===== src/rtl/sevenseg_scan_mux.sv =====
// sevenseg_scan_mux
//
// Scan driver for an NDIG-digit common-anode seven-segment display.
// It lights one digit at a time: the shared active-low segment bus shows that
// digit's pattern, and that digit's active-low anode is pulled low. Each digit
// gets a slot of PRESCALE clocks. The first BLANK clocks of every slot are
// dark, so the previous digit's pattern does not ghost onto the next digit.
// All digit patterns are copied into a shadow register once per frame. This
// keeps a frame consistent even if the upstream count changes mid-frame.
//
// Ports
//   clock        rising-edge system clock
//   reset        synchronous, active-high; dominates everything
//   enable       1 = scan and display, 0 = freeze scan state with outputs off
//   digits       7*NDIG active-low patterns; digit k at [7k+6:7k], {g,f,e,d,c,b,a}
//   segments     active-low shared segment bus (registered)
//   anodes       active-low digit enables; at most one low (registered)
//   digit_index  digit currently selected by the scan state
//   frame_start  one-cycle pulse on the cycle the shadow snapshot is taken
module sevenseg_scan_mux #(
  parameter int NDIG     = 4,
  parameter int PRESCALE = 50000,
  parameter int BLANK    = 16,
  localparam int IW      = (NDIG > 1) ? $clog2(NDIG) : 1,
  localparam int CW      = $clog2(PRESCALE)
) (
  input  logic              clock,
  input  logic              reset,
  input  logic              enable,
  input  logic [7*NDIG-1:0] digits,
  output logic [6:0]        segments,
  output logic [NDIG-1:0]   anodes,
  output logic [IW-1:0]     digit_index,
  output logic              frame_start
);

  localparam logic [CW-1:0] CNT_LAST  = CW'(PRESCALE - 1);
  localparam logic [CW-1:0] CNT_BLANK = CW'(BLANK);
  localparam logic [IW-1:0] IDX_LAST  = IW'(NDIG - 1);

  logic [CW-1:0]      cnt;
  logic [IW-1:0]      idx;
  logic [7*NDIG-1:0]  shadow;

  logic               slot_end;
  logic               frame_wrap;
  logic               lit;
  logic [6:0]         cur_pattern;
  logic [NDIG-1:0]    cur_onehot;

  assign slot_end   = (cnt == CNT_LAST);
  assign frame_wrap = enable && slot_end && (idx == IDX_LAST);
  assign lit        = enable && (cnt >= CNT_BLANK);

  // Select the current digit with a compare-per-digit mux. Out-of-range idx
  // values cannot occur, but they would select nothing and leave the display
  // dark rather than alias onto another digit.
  always_comb begin
    cur_pattern = 7'h7F;
    cur_onehot  = '0;
    for (int k = 0; k < NDIG; k++) begin
      if (idx == IW'(k)) begin
        cur_pattern   = shadow[7*k +: 7];
        cur_onehot[k] = 1'b1;
      end
    end
  end

  always_ff @(posedge clock) begin
    if (reset) begin
      cnt         <= '0;
      idx         <= '0;
      shadow      <= '1;
      segments    <= 7'h7F;
      anodes      <= '1;
      frame_start <= 1'b0;
    end else begin
      frame_start <= 1'b0;

      if (enable) begin
        if (slot_end) begin
          cnt <= '0;
          if (idx == IDX_LAST) begin
            idx <= '0;
          end else begin
            idx <= idx + IW'(1);
          end
        end else begin
          cnt <= cnt + CW'(1);
        end
      end

      if (frame_wrap) begin
        shadow      <= digits;
        frame_start <= 1'b1;
      end

      // The outputs come from the state before this edge. The anode and the
      // segment bus therefore switch together, one clock behind cnt/idx.
      if (lit) begin
        anodes   <= ~cur_onehot;
        segments <= cur_pattern;
      end else begin
        anodes   <= '1;
        segments <= 7'h7F;
      end
    end
  end

  assign digit_index = idx;

endmodule

===== config.mk =====
export PLATFORM = sky130hd
export DESIGN_NAME = sevenseg_scan_mux
export DESIGN_NICKNAME = d
export VERILOG_FILES = /design/src/rtl/sevenseg_scan_mux.sv
export SDC_FILE = /design/constraint.sdc
export NUM_CORES = 1
export LEC_CHECK = 0
export BUFFER_PORTS_ARGS = -buffer_cell sky130_fd_sc_hd__buf_2
export CAP_MARGIN = 30
export CORE_ASPECT_RATIO = 1.25
export CORE_MARGIN = 3
export CORE_UTILIZATION = 45
export CTS_BUF_LIST = sky130_fd_sc_hd__clkbuf_4
export CTS_CLUSTER_DIAMETER = 60
export DETAILED_ROUTE_END_ITERATION = 12
export GPL_TIMING_DRIVEN = 0
export HOLD_SLACK_MARGIN = 0.03
export PLACE_DENSITY = 0.67
export SLEW_MARGIN = 20
export SYNTH_ARGS = -nofsm -noshare
export SYNTH_HDL_FRONTEND = slang
export SYNTH_SLANG_ARGS = --single-unit
export TNS_END_PERCENT = 10

===== constraint.sdc =====
create_clock -name clock -period 3.25 [get_ports clock]
set_clock_uncertainty 0.15 [all_clocks]
set_input_delay 0.1625 -clock clock [delete_from_list [all_inputs] [get_ports clock]]
set_output_delay 0.1625 -clock clock [all_outputs]
set_load 0.01 [all_outputs]

Yosys cells after proc, flatten, opt, wreduce, memory -nomap -nowiden
Cells that the tools add are included.
{"block": "word_totals", "register_bits": 58, "out_inout_bits": 14, "word_cells": 32}
{"block": "op_classes", "add_sub_neg": 2, "magnitude_cmp": 1, "eq_ne": 4, "mux": 11, "bitwise_logic": 2, "n_reduce_logical": 6}
{"cell": "two-way mux 7 bit", "n": 4}
{"cell": "adder 16 x 1 -> 16 bit (second input constant)", "n": 1}
{"cell": "== test 16 bit (second input constant)", "n": 1}
{"cell": ">= comparator 16 x 5 -> 1 bit (second input constant)", "n": 1}
{"cell": "two-way mux 16 bit", "n": 1}
{"cell": "two-way mux 1 bit", "n": 5}
{"cell": "== test 2 bit (second input constant)", "n": 2}
{"cell": "inverter 4 bit", "n": 1}
{"cell": "logical AND 1 bit", "n": 3}
{"cell": "adder 2 x 1 -> 2 bit (second input constant)", "n": 1}
{"cell": "== test 2 x 1 -> 1 bit (second input constant)", "n": 1}
{"cell": "logical NOT 2 bit", "n": 1}
{"cell": "two-way mux 2 bit", "n": 1}
{"cell": "AND reduction 2 bit", "n": 1}
{"cell": "OR reduction 2 bit", "n": 1}
{"cell": "inverter 1 bit", "n": 1}

Depth between registers and ports, before layout
{"block": "depth", "word_depth": 5, "ltp_mapped": 8, "mapped_depth_nobuf": 5}

Least setup slack after synthesis
Ideal clock, no wire load.
{"block": "synth_timing", "path_type": "register to register", "start": "reg cnt[0]", "end": "reg shadow[10]", "setup_ns": 0.117, "arrival_ns": 2.117, "t_required_ns": 2.983, "path_slack_ns": 0.866, "path_stages_with_launch": 9, "path_cell_list": "dfxtp_1 ha_1 nand4_4 or3_1 buf_6 or4_4 buf_6 buf_8 o22a_1"}
{"block": "synth_via", "elab_chain_cells": 3}
{"item": "start, declared", "line_no": "41", "rtl": "logic [CW-1:0] cnt;"}
{"item": "start signal, assigned", "line_no": "89", "rtl": "cnt <= cnt + CW'(1);"}
{"item": "== test 16 bit", "line_no": "51", "rtl": "assign slot_end = (cnt == CNT_LAST);"}
{"item": "logical AND 1 bit (2 in a row)", "line_no": "52", "rtl": "assign frame_wrap = enable && slot_end && (idx == IDX_LAST);"}
{"item": "end signal, assigned", "line_no": "94", "rtl": "shadow <= digits;"}
{"item": "end, declared", "line_no": "43", "rtl": "logic [7*NDIG-1:0] shadow;"}
No other way between the ends.
A chain may end at the register's enable or synchronous reset.

Worst setup path after layout
{"block": "layout_timing", "start": "reg cnt[0]", "end": "reg cnt[11]"}
{"block": "layout_via", "elab_chain_cells": 2, "word_cells_on_any_way": 3, "classes_between": "add/sub (1); eq/ne (1); mux (1)"}
{"item": "adder 16 x 1 -> 16 bit or == test 16 bit (tied branches)", "line_no": "89, 51"}
{"item": "two-way mux 16 bit (*)", "line_no": "81", "rtl": "if (slot_end) begin"}
Every way passes the cells marked *; elsewhere a longest branch is shown, timed or not.

==> flow_summary_export.csv <==
group,metric,value,unit
routing,drc,0,
clock_tree,cts_tree,"done",
grt,antenna_found_initial,0,
synth,netlist_top_cells_area,"dfxtp_1, o22a_1, xnor2_1",
grt,grt_max_degree,11,
timing,setup_violations,0,
synth,muxShareOfSynthArea,0.421,%
timing,worstMarginPinSlew,0.568,ns
placed_design,numPortBuffers,43,
grt,grt_use_total,19.1,%
die,dieWidth,71.0,um
routing,vias_per_cell,5.23,
placed_design,routabilityCongestion,0.830,
min_path,hold_end,"shadow[0]$_SDFFE_PP1P_",
clock_tree,postCtsHoldBufs,30,
clock_tree,post_cts_buffers,0,
synth,synth_top_family_by_area,"compound AO/OA/AOI/OAI gates",
die,ios,45,
routing,vias,2007,
grt,grt-ovfl-total,0,
critical_path,startpoint_type,"flip-flop",
synth,netlist_area,2380,sq um
synth,synth_compound_area_share,19.1,%
synth,ys_ff_latch,58,
synth,synth_fa_ha_area_share,3.16,%
synth,yosys.area.top_type,"dfxtp_1",
timing,drv_slew,0,
job,drv_cap,0,
routing,routed_wl,5470,um
power,power_density,440,nW/um^2
synth,synth_cell_types,35,
grt,grt_pass1_wl,9110,um
die,dieHeight,87.3,um
layout,antennaDiodeCount,0,
die,core,4900,sq um
clock_tree,cts.clk_slew.worst_paths,0.10,ns
critical_path,worstPathRequired,3.37,ns
timing,fmaxAchievable,386,MHz
clock_tree,root_buffer,"clkbuf_4",
timing,fin_tns_setup,0,ns
timing,hold_violations,0,
power,p_leak,0.00121,uW
die,die_area,6200,sq um
routing,ant_nets,0,
timing,relSlewSlack,62.1,%
timing,holdWs,0.340,ns
synth,synthesis.nets,272,
die,rows,28,
timing,grt_setup_unrepaired,"no",
critical_path,rrSetupSlack,0.66,ns
synth,seq_area_frac_synth,48.8,%
critical_path,cp_max_fo,10,
synth,synth_top_area_share,48.8,%
min_path,hold_class,"flip-flop to flip-flop",
clock_tree,insertion_delay,0.39,ns
clock_tree,clockBufferDepth,2,
clock_tree,ctsResizeCount,0,
power,peakVddDrop,0.255,mV
critical_path,crit_path_end_kind,"flip-flop",
clock_tree,cts_inserted_buffers,9,
layout,layout_common_cells,"dfxtp_1, buf_2, dlygate4sd3_1, nor2_1, o22a_1",
critical_path,rr_startpoint,"cnt[0]$_SDFFE_PP0P_",
synth,postSynthCellCount,235,
critical_path,path_class,"flip-flop to flip-flop",
timing,post-route-period-util,79.8,%
clock_tree,cts_sinks,58,
critical_path,cp.arrival,2.71,ns
critical_path,rr_worst_depth,7,
routing,dr.pass1.iters,4,
synth,synth-simple-area-share,16.1,%
layout,syn_to_final_growth,31.4,%
min_path,hold_depth,1,
routing,drt-initial-drc-count,109,
routing,routedWlPerCell,14.2,um
critical_path,r2r_end,"cnt[11]$_SDFFE_PP0P_",
grt,grt_pass1_vias,1966,
layout,drive_gt1_share,26.2,%
synth,ys_warn_count,0,
layout,final_common_cell,"dfxtp_1",
placed_design,dp_hpwl,3700,um
clock_tree,htree_num_levels,3,
min_path,hold_start,"shadow[0]$_SDFFE_PP1P_",
synth,synth-xor-area-share,5.16,%
run_status,outcome,"completed",
die,start_util,48.5,%
synth,synth_area_per_cell,10.1,sq um
layout,nets,356,
timing,period_needed,2.59,ns
## worst max-delay path by stage
stage / start / to / depth (start not counted)
2_1_floorplan: cnt[0]$_SDFFE_PP0P_ / shadow[10]$_SDFFE_PP1P_ / 8
3_3_place_gp: cnt[0]$_SDFFE_PP0P_ / cnt[5]$_SDFFE_PP0P_ / 7
3_5_place_dp: cnt[0]$_SDFFE_PP0P_ / cnt[4]$_SDFFE_PP0P_ / 7
4_1_cts: cnt[0]$_SDFFE_PP0P_ / cnt[12]$_SDFFE_PP0P_ / 7
5_1_grt: cnt[0]$_SDFFE_PP0P_ / cnt[12]$_SDFFE_PP0P_ / 7
6_report: cnt[0]$_SDFFE_PP0P_ / cnt[11]$_SDFFE_PP0P_ / 7
## state kept, by name, summed over array words and instances, names as in the netlist
register     flops
digit_index      2
frame_start      1
shadow          28
segments         7
anodes           4
cnt             16
## worst max-delay path: stages (launching register included)
cell and delay (ns):
dfxtp_1 0.42, ha_1 0.24, nand4_4 0.18, or3_1 0.42, buf_6 0.14, o21ai_1 0.42, clkbuf_1 0.40, nor2_1 0.10
## routing by layer
| layer | vias to the layer above | global-route usage [%] | wire (um) |
|---|---|---|---|
| met2 | 42 | 34.8 | 2820 |
| met4 | 0 | 8.21 | 104 |
| met1 | 940 | 21.1 | 2310 |
| li1 | 1013 | - | - |
| met5 | - | 0 | 0 |
| met3 | 12 | 4.27 | 240 |
## per-stage QoR
| stage | power, uW | utilization (%) | worst slack (ns) | instances | area [sq um] |
|---|---|---|---|---|---|
| 6_report | 1370 | 63.7 | 0.657 | 384 | 3120 |
| 5_1_grt | 1430 | 63.7 | 0.393 | 384 | 3120 |
| 4_1_cts | 1380 | 63.7 | 0.628 | 384 | 3120 |
| 3_5_place_dp | 778 | 54.4 | 0.645 | 338 | 2670 |
| 3_3_place_gp | 777 | 54.4 | 0.654 | 338 | 2670 |
| 2_1_floorplan | 753 | - | 0.866 | 235 | 2380 |
## synth_stat cells (all sizes together)
library cell,instances
o21ai,9
buf,7
a221oi,7
mux2i,1
nor4,6
nor2,24
nand4,6
o22a,28
o31ai,1
clkbuf,5
clkinv,1
ha,6
o41ai,1
o211ai,1
xor2,3
nor3,6
o311a,1
a21oi,9
xnor2,11
or3,1
dfxtp,58
inv,15
nand2,13
or3b,7
nand3,4
or4,3
and4,1
## layout make-up
| type | instances | area, sq um |
|---|---|---|
| fill | 434 | 1780 |
| clock buffer | 10 | 75.1 |
| inverter | 16 | 60.1 |
| timing repair buffer | 73 | 515 |
| multi-input combinational | 149 | 1040 |
| tap | 60 | 75.1 |
| buffer | 12 | 111 |
| sequential | 58 | 1160 |
| clock inverter | 6 | 81.3 |
## where the power goes
| group | internal (uW) | leakage (uW) | switching, uW | total (uW) |
|---|---|---|---|---|
| logic | 46.2 | 0.000657 | 27.2 | 73.4 |
| clock network | 316 | 0.0000838 | 268 | 584 |
| registers | 713 | 0.000469 | 3.37 | 716 |
| total | 1070 | 0.00121 | 298 | 1370 |
## cell families (layout without fill, tap and decap cells)
kind of cell    Yosys count  in the layout
flops                    58             58
simple gates             71             71
xor+xnor                 14             14
mux                       1              1
fa+ha+maj                 6              6
compound gates           57             57
buf+inv                  28            117
No activity file was read; power rests on OpenSTA's default activity.
